`src/rtl/alu_op_sequencer_if.sv`:
```
// alu_op_sequencer_if: request, ALU, result and statistics signals of the ALU issue controller.
interface alu_op_sequencer_if #(parameter int WIDTH = 32, parameter int CNT_W = 8);
    logic             in_valid;
    logic             in_ready;
    logic [1:0]       in_aluop;
    logic [5:0]       in_funct;
    logic [WIDTH-1:0] in_A;
    logic [WIDTH-1:0] in_B;
    logic [WIDTH-1:0] A_in;
    logic [WIDTH-1:0] B_in;
    logic [3:0]       ALU_ctrl;
    logic [WIDTH-1:0] ALU_out;
    logic             zero;
    logic             overflow;
    logic             carry_out;
    logic             out_valid;
    logic             out_ready;
    logic [WIDTH-1:0] out_result;
    logic [3:0]       out_flags;
    logic             clr_stats;
    logic [CNT_W-1:0] op_count;
    logic [CNT_W-1:0] ovf_count;
    modport slave (
        input  in_valid, in_aluop, in_funct, in_A, in_B, ALU_out, zero, overflow, carry_out,
               out_ready, clr_stats,
        output in_ready, A_in, B_in, ALU_ctrl, out_valid, out_result, out_flags, op_count, ovf_count
    );
    modport master (
        output in_valid, in_aluop, in_funct, in_A, in_B, ALU_out, zero, overflow, carry_out,
               out_ready, clr_stats,
        input  in_ready, A_in, B_in, ALU_ctrl, out_valid, out_result, out_flags, op_count, ovf_count
    );
endinterface

```
`src/rtl/alu_op_sequencer.sv`:
```
// alu_op_sequencer: decodes MIPS-style ALU requests, drives a combinational ALU from registers,
// captures result/flags behind a valid/ready handshake and keeps saturating statistics.
module alu_op_sequencer #(
    parameter int WIDTH = 32,
    parameter int CNT_W = 8
) (
    input logic             clk,
    input logic             rst,
    alu_op_sequencer_if.slave bus
);
    typedef enum logic [1:0] {IDLE, EXEC, DONE} state_e;
    state_e           state_q, state_d;
    logic [WIDTH-1:0] a_q, a_d, b_q, b_d, res_q, res_d;
    logic [3:0]       ctrl_q, ctrl_d, flags_q, flags_d, dec_ctrl;
    logic             ill_q, ill_d, dec_ill;
    logic [CNT_W-1:0] op_q, op_d, ovf_q, ovf_d;
    always_comb begin
        dec_ill  = 1'b0;
        dec_ctrl = 4'b0010;
        case (bus.in_aluop)
            2'b01: dec_ctrl = 4'b0110;
            2'b11: dec_ctrl = 4'b1111;
            2'b10: case (bus.in_funct)
                6'b100000: dec_ctrl = 4'b0010;
                6'b100010: dec_ctrl = 4'b0110;
                6'b100100: dec_ctrl = 4'b0000;
                6'b100101: dec_ctrl = 4'b0001;
                6'b100111: dec_ctrl = 4'b1100;
                6'b101010: dec_ctrl = 4'b0111;
                default:   dec_ill  = 1'b1;
            endcase
            default: dec_ctrl = 4'b0010;
        endcase
    end
    always_comb begin
        state_d = state_q;
        a_d     = a_q;
        b_d     = b_q;
        ctrl_d  = ctrl_q;
        ill_d   = ill_q;
        res_d   = res_q;
        flags_d = flags_q;
        op_d    = op_q;
        ovf_d   = ovf_q;
        case (state_q)
            IDLE: if (bus.in_valid) begin
                state_d = EXEC;
                a_d     = bus.in_A;
                b_d     = bus.in_B;
                ctrl_d  = dec_ctrl;
                ill_d   = dec_ill;
            end
            EXEC: begin
                state_d = DONE;
                res_d   = ill_q ? '0 : bus.ALU_out;
                flags_d = ill_q ? 4'b1001 : {1'b0, bus.carry_out, bus.overflow, bus.zero};
                op_d    = op_q + CNT_W'(!(&op_q));
                ovf_d   = ovf_q + CNT_W'(bus.overflow && !ill_q && !(&ovf_q));
            end
            DONE: state_d = bus.out_ready ? IDLE : DONE;
            default: state_d = IDLE;
        endcase
        // a clear wins over the increment landing on the same edge
        if (bus.clr_stats) begin
            op_d  = '0;
            ovf_d = '0;
        end
    end
    always_ff @(posedge clk or posedge rst) begin
        if (rst) begin
            state_q <= IDLE;
            a_q     <= '0;
            b_q     <= '0;
            ctrl_q  <= 4'b0010;
            ill_q   <= 1'b0;
            res_q   <= '0;
            flags_q <= '0;
            op_q    <= '0;
            ovf_q   <= '0;
        end else begin
            state_q <= state_d;
            a_q     <= a_d;
            b_q     <= b_d;
            ctrl_q  <= ctrl_d;
            ill_q   <= ill_d;
            res_q   <= res_d;
            flags_q <= flags_d;
            op_q    <= op_d;
            ovf_q   <= ovf_d;
        end
    end
    assign bus.in_ready   = state_q == IDLE;
    assign bus.out_valid  = state_q == DONE;
    assign bus.A_in       = a_q;
    assign bus.B_in       = b_q;
    assign bus.ALU_ctrl   = ctrl_q;
    assign bus.out_result = res_q;
    assign bus.out_flags  = flags_q;
    assign bus.op_count   = op_q;
    assign bus.ovf_count  = ovf_q;
endmodule

```
`src/flat_wrapper.sv`:
```
// flat-port wrapper written by rule: the top's interface ports become plain ports
module alu_op_sequencer_flat 
#(
    parameter int WIDTH = 32,
    parameter int CNT_W = 8
)
  (clk, rst, bus_in_valid, bus_in_aluop, bus_in_funct, bus_in_A, bus_in_B, bus_ALU_out, bus_zero, bus_overflow, bus_carry_out, bus_out_ready, bus_clr_stats, bus_in_ready, bus_A_in, bus_B_in, bus_ALU_ctrl, bus_out_valid, bus_out_result, bus_out_flags, bus_op_count, bus_ovf_count);
  alu_op_sequencer_if #(.WIDTH(WIDTH), .CNT_W(CNT_W)) bus_i ();
  input logic clk;
  input logic rst;
  input wire logic [$bits(bus_i.in_valid)-1:0] bus_in_valid;
  input wire logic [$bits(bus_i.in_aluop)-1:0] bus_in_aluop;
  input wire logic [$bits(bus_i.in_funct)-1:0] bus_in_funct;
  input wire logic [$bits(bus_i.in_A)-1:0] bus_in_A;
  input wire logic [$bits(bus_i.in_B)-1:0] bus_in_B;
  input wire logic [$bits(bus_i.ALU_out)-1:0] bus_ALU_out;
  input wire logic [$bits(bus_i.zero)-1:0] bus_zero;
  input wire logic [$bits(bus_i.overflow)-1:0] bus_overflow;
  input wire logic [$bits(bus_i.carry_out)-1:0] bus_carry_out;
  input wire logic [$bits(bus_i.out_ready)-1:0] bus_out_ready;
  input wire logic [$bits(bus_i.clr_stats)-1:0] bus_clr_stats;
  output wire logic [$bits(bus_i.in_ready)-1:0] bus_in_ready;
  output wire logic [$bits(bus_i.A_in)-1:0] bus_A_in;
  output wire logic [$bits(bus_i.B_in)-1:0] bus_B_in;
  output wire logic [$bits(bus_i.ALU_ctrl)-1:0] bus_ALU_ctrl;
  output wire logic [$bits(bus_i.out_valid)-1:0] bus_out_valid;
  output wire logic [$bits(bus_i.out_result)-1:0] bus_out_result;
  output wire logic [$bits(bus_i.out_flags)-1:0] bus_out_flags;
  output wire logic [$bits(bus_i.op_count)-1:0] bus_op_count;
  output wire logic [$bits(bus_i.ovf_count)-1:0] bus_ovf_count;
  assign bus_i.in_valid = bus_in_valid;
  assign bus_i.in_aluop = bus_in_aluop;
  assign bus_i.in_funct = bus_in_funct;
  assign bus_i.in_A = bus_in_A;
  assign bus_i.in_B = bus_in_B;
  assign bus_i.ALU_out = bus_ALU_out;
  assign bus_i.zero = bus_zero;
  assign bus_i.overflow = bus_overflow;
  assign bus_i.carry_out = bus_carry_out;
  assign bus_i.out_ready = bus_out_ready;
  assign bus_i.clr_stats = bus_clr_stats;
  assign bus_in_ready = bus_i.in_ready;
  assign bus_A_in = bus_i.A_in;
  assign bus_B_in = bus_i.B_in;
  assign bus_ALU_ctrl = bus_i.ALU_ctrl;
  assign bus_out_valid = bus_i.out_valid;
  assign bus_out_result = bus_i.out_result;
  assign bus_out_flags = bus_i.out_flags;
  assign bus_op_count = bus_i.op_count;
  assign bus_ovf_count = bus_i.ovf_count;
  alu_op_sequencer #(.WIDTH(WIDTH), .CNT_W(CNT_W)) u_core (.clk(clk), .rst(rst), .bus(bus_i));
endmodule
```
`config.mk`:
```
export PLATFORM = sky130hd
export DESIGN_NAME = alu_op_sequencer_flat
export DESIGN_NICKNAME = d
export VERILOG_FILES = /design/src/rtl/alu_op_sequencer_if.sv /design/src/rtl/alu_op_sequencer.sv /design/src/flat_wrapper.sv
export SDC_FILE = /design/constraint.sdc
export NUM_CORES = 1
export LEC_CHECK = 0
export ABC_AREA = 0
export BUFFER_PORTS_ARGS = -buffer_cell sky130_fd_sc_hd__buf_2
export CORE_MARGIN = 8
export CORE_UTILIZATION = 40
export DETAILED_ROUTE_END_ITERATION = 7
export PLACE_DENSITY = 0.7
export REMOVE_ABC_BUFFERS = 1
export SYNTH_ARGS = -nofsm -noshare
export SYNTH_HDL_FRONTEND = slang
export SYNTH_SLANG_ARGS = --single-unit
```
`constraint.sdc`:
```
create_clock -name clk -period 4.32 [get_ports clk]
set_input_delay 0.216 -clock clk [delete_from_list [all_inputs] [get_ports clk]]
set_output_delay 0.216 -clock clk [all_outputs]
set_load 0.02 [all_outputs]
```
==> impl_results.md <==
* Netlist cell types at 33
* Highest Clock Rate at 463 MHz
* P_leak at 4.21 nW
* Clock buffer depth at 2
* Largest net degree at the start of global routing at 73
* Die span in y at 129 um
* DR pass1 iterations at 4
* Period utilisation layout at 0.500
* Initial antenna violation count at 1
* Worst R2R Start: u_core.ill_q$_DFFE_PP0P_
* Final setup viols at 0
* CTS tree: yes
* Area Growth Syn to Fin at 48.4%
* Power per cell area at 731 nW/um^2
* Yosys warns at 0
* R2R Setup Slk at 2.16 ns
* Wire length per cell at 16.0 um
* Seq/Total Area, Yosys at 0.608
* Hold Startpoint: bus_in_A[30]
* GRT overflow at 0
* CP Capture Type: register
* Average cell area after synthesis at 9.26 um^2
* Post-route DRC at 0
* Die area at 16500 um^2
* Clk_skew at 0.00661 ns
* Ports at 234
* CTS buffer count at 17
* Crit Path Max Fanout at 37
* Asr flop ratio synth at 1.00
* Routed WL at 16.2 mm
* Area of the mapped netlist at 5060 um^2
* Post-Route Setup TNS at 0 ns
* DPL Wire Length at 10.6 mm
* First-pass GRT wire length at 26.3 mm
* R2R cell count at 7
* Clk Tree Root Cell: clkbuf_16
* DR iter-0 viols at 287
* RSZ-0062 raised after global routing: no
* WP data arrival at 2.44 ns
* Starting Density at 0.406
* Number of global-route vias before repair at 5173
* CP Data Required Time at 4.60 ns
* Via count at 4831
* Post-route ant nets at 0
* EDFF count, synth at 0
* Clock Pin Slew Worst Setup and Hold Paths at 0.05 ns
* Final hold vios at 0
* Outcome: finished clean
* # port buffers at 233
* Most frequent cells in the layout: nand2_1, buf_2, dfrtp_1, dlygate4sd3_1, nand3b_1
* Worst hold stages at 3
* Core area at 12500 um^2
* Post-CTS resize count at 0
* Post-CTS setup buffer count at 0
* Num rows at 41
* Via-to-Cell Ratio at 4.75
* Slew Limit Fails at 0
* Routability cong. at 0.799
* Placed Area at 6330 um^2
* Gate Count Post-Synth at 547
* Die width at 129 um
* Rel. slew slack at 0.284
* Layout cells sized above 1 at 0.320
* Fin nets at 948
* Sink Count at 123
* Tightest Hold Check Type: primary input to register
* Setup CP Type: register to register
* Fin area at 7510 um^2
* Max VDD drop at 0.406 mV
* Synth Flop Type: dfrtp_1
* Max Cap Violations at 0
* Reg2reg end: u_core.bus.ovf_count[7]$_DFFE_PP0P_
* FF+latch count, synth at 123
* GR Util All Layers at 0.202
* Minimum clock period at 2.16 ns
* Least-Margin Pin Slew at 1.07 ns
* Commonest non-fill, non-tap cell in the layout: nand2_1
* Final Core Density at 0.603
* Worst Hold End: u_core.bus.A_in[30]$_DFFE_PP0P_
* Worst-skew pair later-pin latency at 0.41 ns
* CTS H-tree depth at 4
* Type of origin of the critical path: register
* Hold-fix buffers, CTS at 58
[report_power, final]
part / switching, mW / internal (mW) / total (mW)
clock: 0.486 / 0.951 / 1.44
combinational: 1.43 / 0.689 / 2.12
sequential: 0.308 / 1.63 / 1.94
total: 2.22 / 3.27 / 5.50
[cells in the mapped netlist (2+ instances only)]
master    instances  area share
o21ai_0           5      0.0049
nand4_1           7      0.0086
o21ai_1           3      0.0030
nor2b_1           4      0.0049
and4b_1           2      0.0040
inv_1             3      0.0022
buf_2            11       0.011
a41oi_1           2      0.0035
clkbuf_1         10      0.0074
nor4b_1           2      0.0035
xor2_1           12       0.021
nand2b_1          3      0.0037
and3_1            4      0.0049
nand2_1         282        0.21
buf_4             6      0.0089
a21oi_1           5      0.0049
ha_1              4      0.0099
dfrtp_1         122        0.60
nand3b_1         34       0.050
nor2_1           13      0.0096
[cells by family (layout without fill, tap and decap cells)]
group	count (synthesis)	after routing	share of synthesized area
buffers and inverters	33	331	0.0331
other	0	1	0
AND/OR/NAND/NOR	355	355	0.304
multiplexers	1	1	0.00198
AO/OA/AOI/OAI	19	19	0.0225
adder cells (fa/ha/maj)	4	4	0.00988
flip-flops	123	123	0.608
XOR/XNOR	12	12	0.0208
[worst max-delay path, cell delays in order (launching register included)]
cell	delay, ns
dfrtp_1	0.73
nand2b_1	0.34
a41oi_1	0.19
ha_1	0.20
and4b_1	0.25
nand4_1	0.13
xor2_1	0.14
nor2_1	0.05
[registers in the layout (all words and copies together) (netlist names)]
register and cells:
u_core.ill_q 1, u_core.bus.B_in 32, u_core.state_q 2, u_core.bus.op_count 8, u_core.bus.out_flags 4, u_core.bus.A_in 32
u_core.bus.ovf_count 8, u_core.bus.ALU_ctrl 4, u_core.bus.out_result 32
[worst max-delay path by stage]
stage	from	to	slack, ns	depth (start not counted)
2_1_floorplan	rst	u_core.bus.ALU_ctrl[0]$_DFFE_PP0P_	0.83	1
3_3_place_gp	u_core.ill_q$_DFFE_PP0P_	u_core.bus.ovf_count[7]$_DFFE_PP0P_	2.23	7
3_5_place_dp	u_core.ill_q$_DFFE_PP0P_	u_core.bus.ovf_count[7]$_DFFE_PP0P_	2.17	7
4_1_cts	u_core.ill_q$_DFFE_PP0P_	u_core.bus.ovf_count[7]$_DFFE_PP0P_	2.16	7
5_1_grt	u_core.ill_q$_DFFE_PP0P_	u_core.bus.ovf_count[7]$_DFFE_PP0P_	1.99	7
6_report	u_core.ill_q$_DFFE_PP0P_	u_core.bus.ovf_count[7]$_DFFE_PP0P_	2.16	7
[layer usage]
| metal | GRT usage | wire [um] | vias up |
|---|---|---|---|
| li1 | - | - | 2294 |
| met4 | 0.0940 | 453 | 0 |
| met5 | 0 | 0 | - |
| met3 | 0.102 | 1960 | 42 |
| met2 | 0.321 | 7560 | 222 |
| met1 | 0.223 | 6260 | 2273 |
[through the flow]
| stage | hold WS, ns | total power [mW] | setup slack, ns | instances |
|---|---|---|---|---|
| after floorplan | 0.279 | 3.16 | 0.835 | 518 |
| after global placement | 0.219 | 3.95 | 2.23 | 927 |
| after detailed placement | 0.225 | 4.01 | 2.17 | 927 |
| after CTS | 0.000462 | 5.51 | 2.16 | 1017 |
| after global routing | 0.0174 | 5.84 | 1.99 | 1018 |
| final | 0.0148 | 5.50 | 2.16 | 1018 |
[area by class of cell]
class,count,area [um^2]
Clock inverter,7,113
Fill cell,1038,4950
Antenna cell,1,2.50
Timing Repair Buffer,295,1780
Clock buffer,25,485
Inverter,4,17.5
Multi-Input combinational cell,391,1820
Sequential cell,123,3080
Tap cell,172,215
Power figures use the tool's default switching activity.
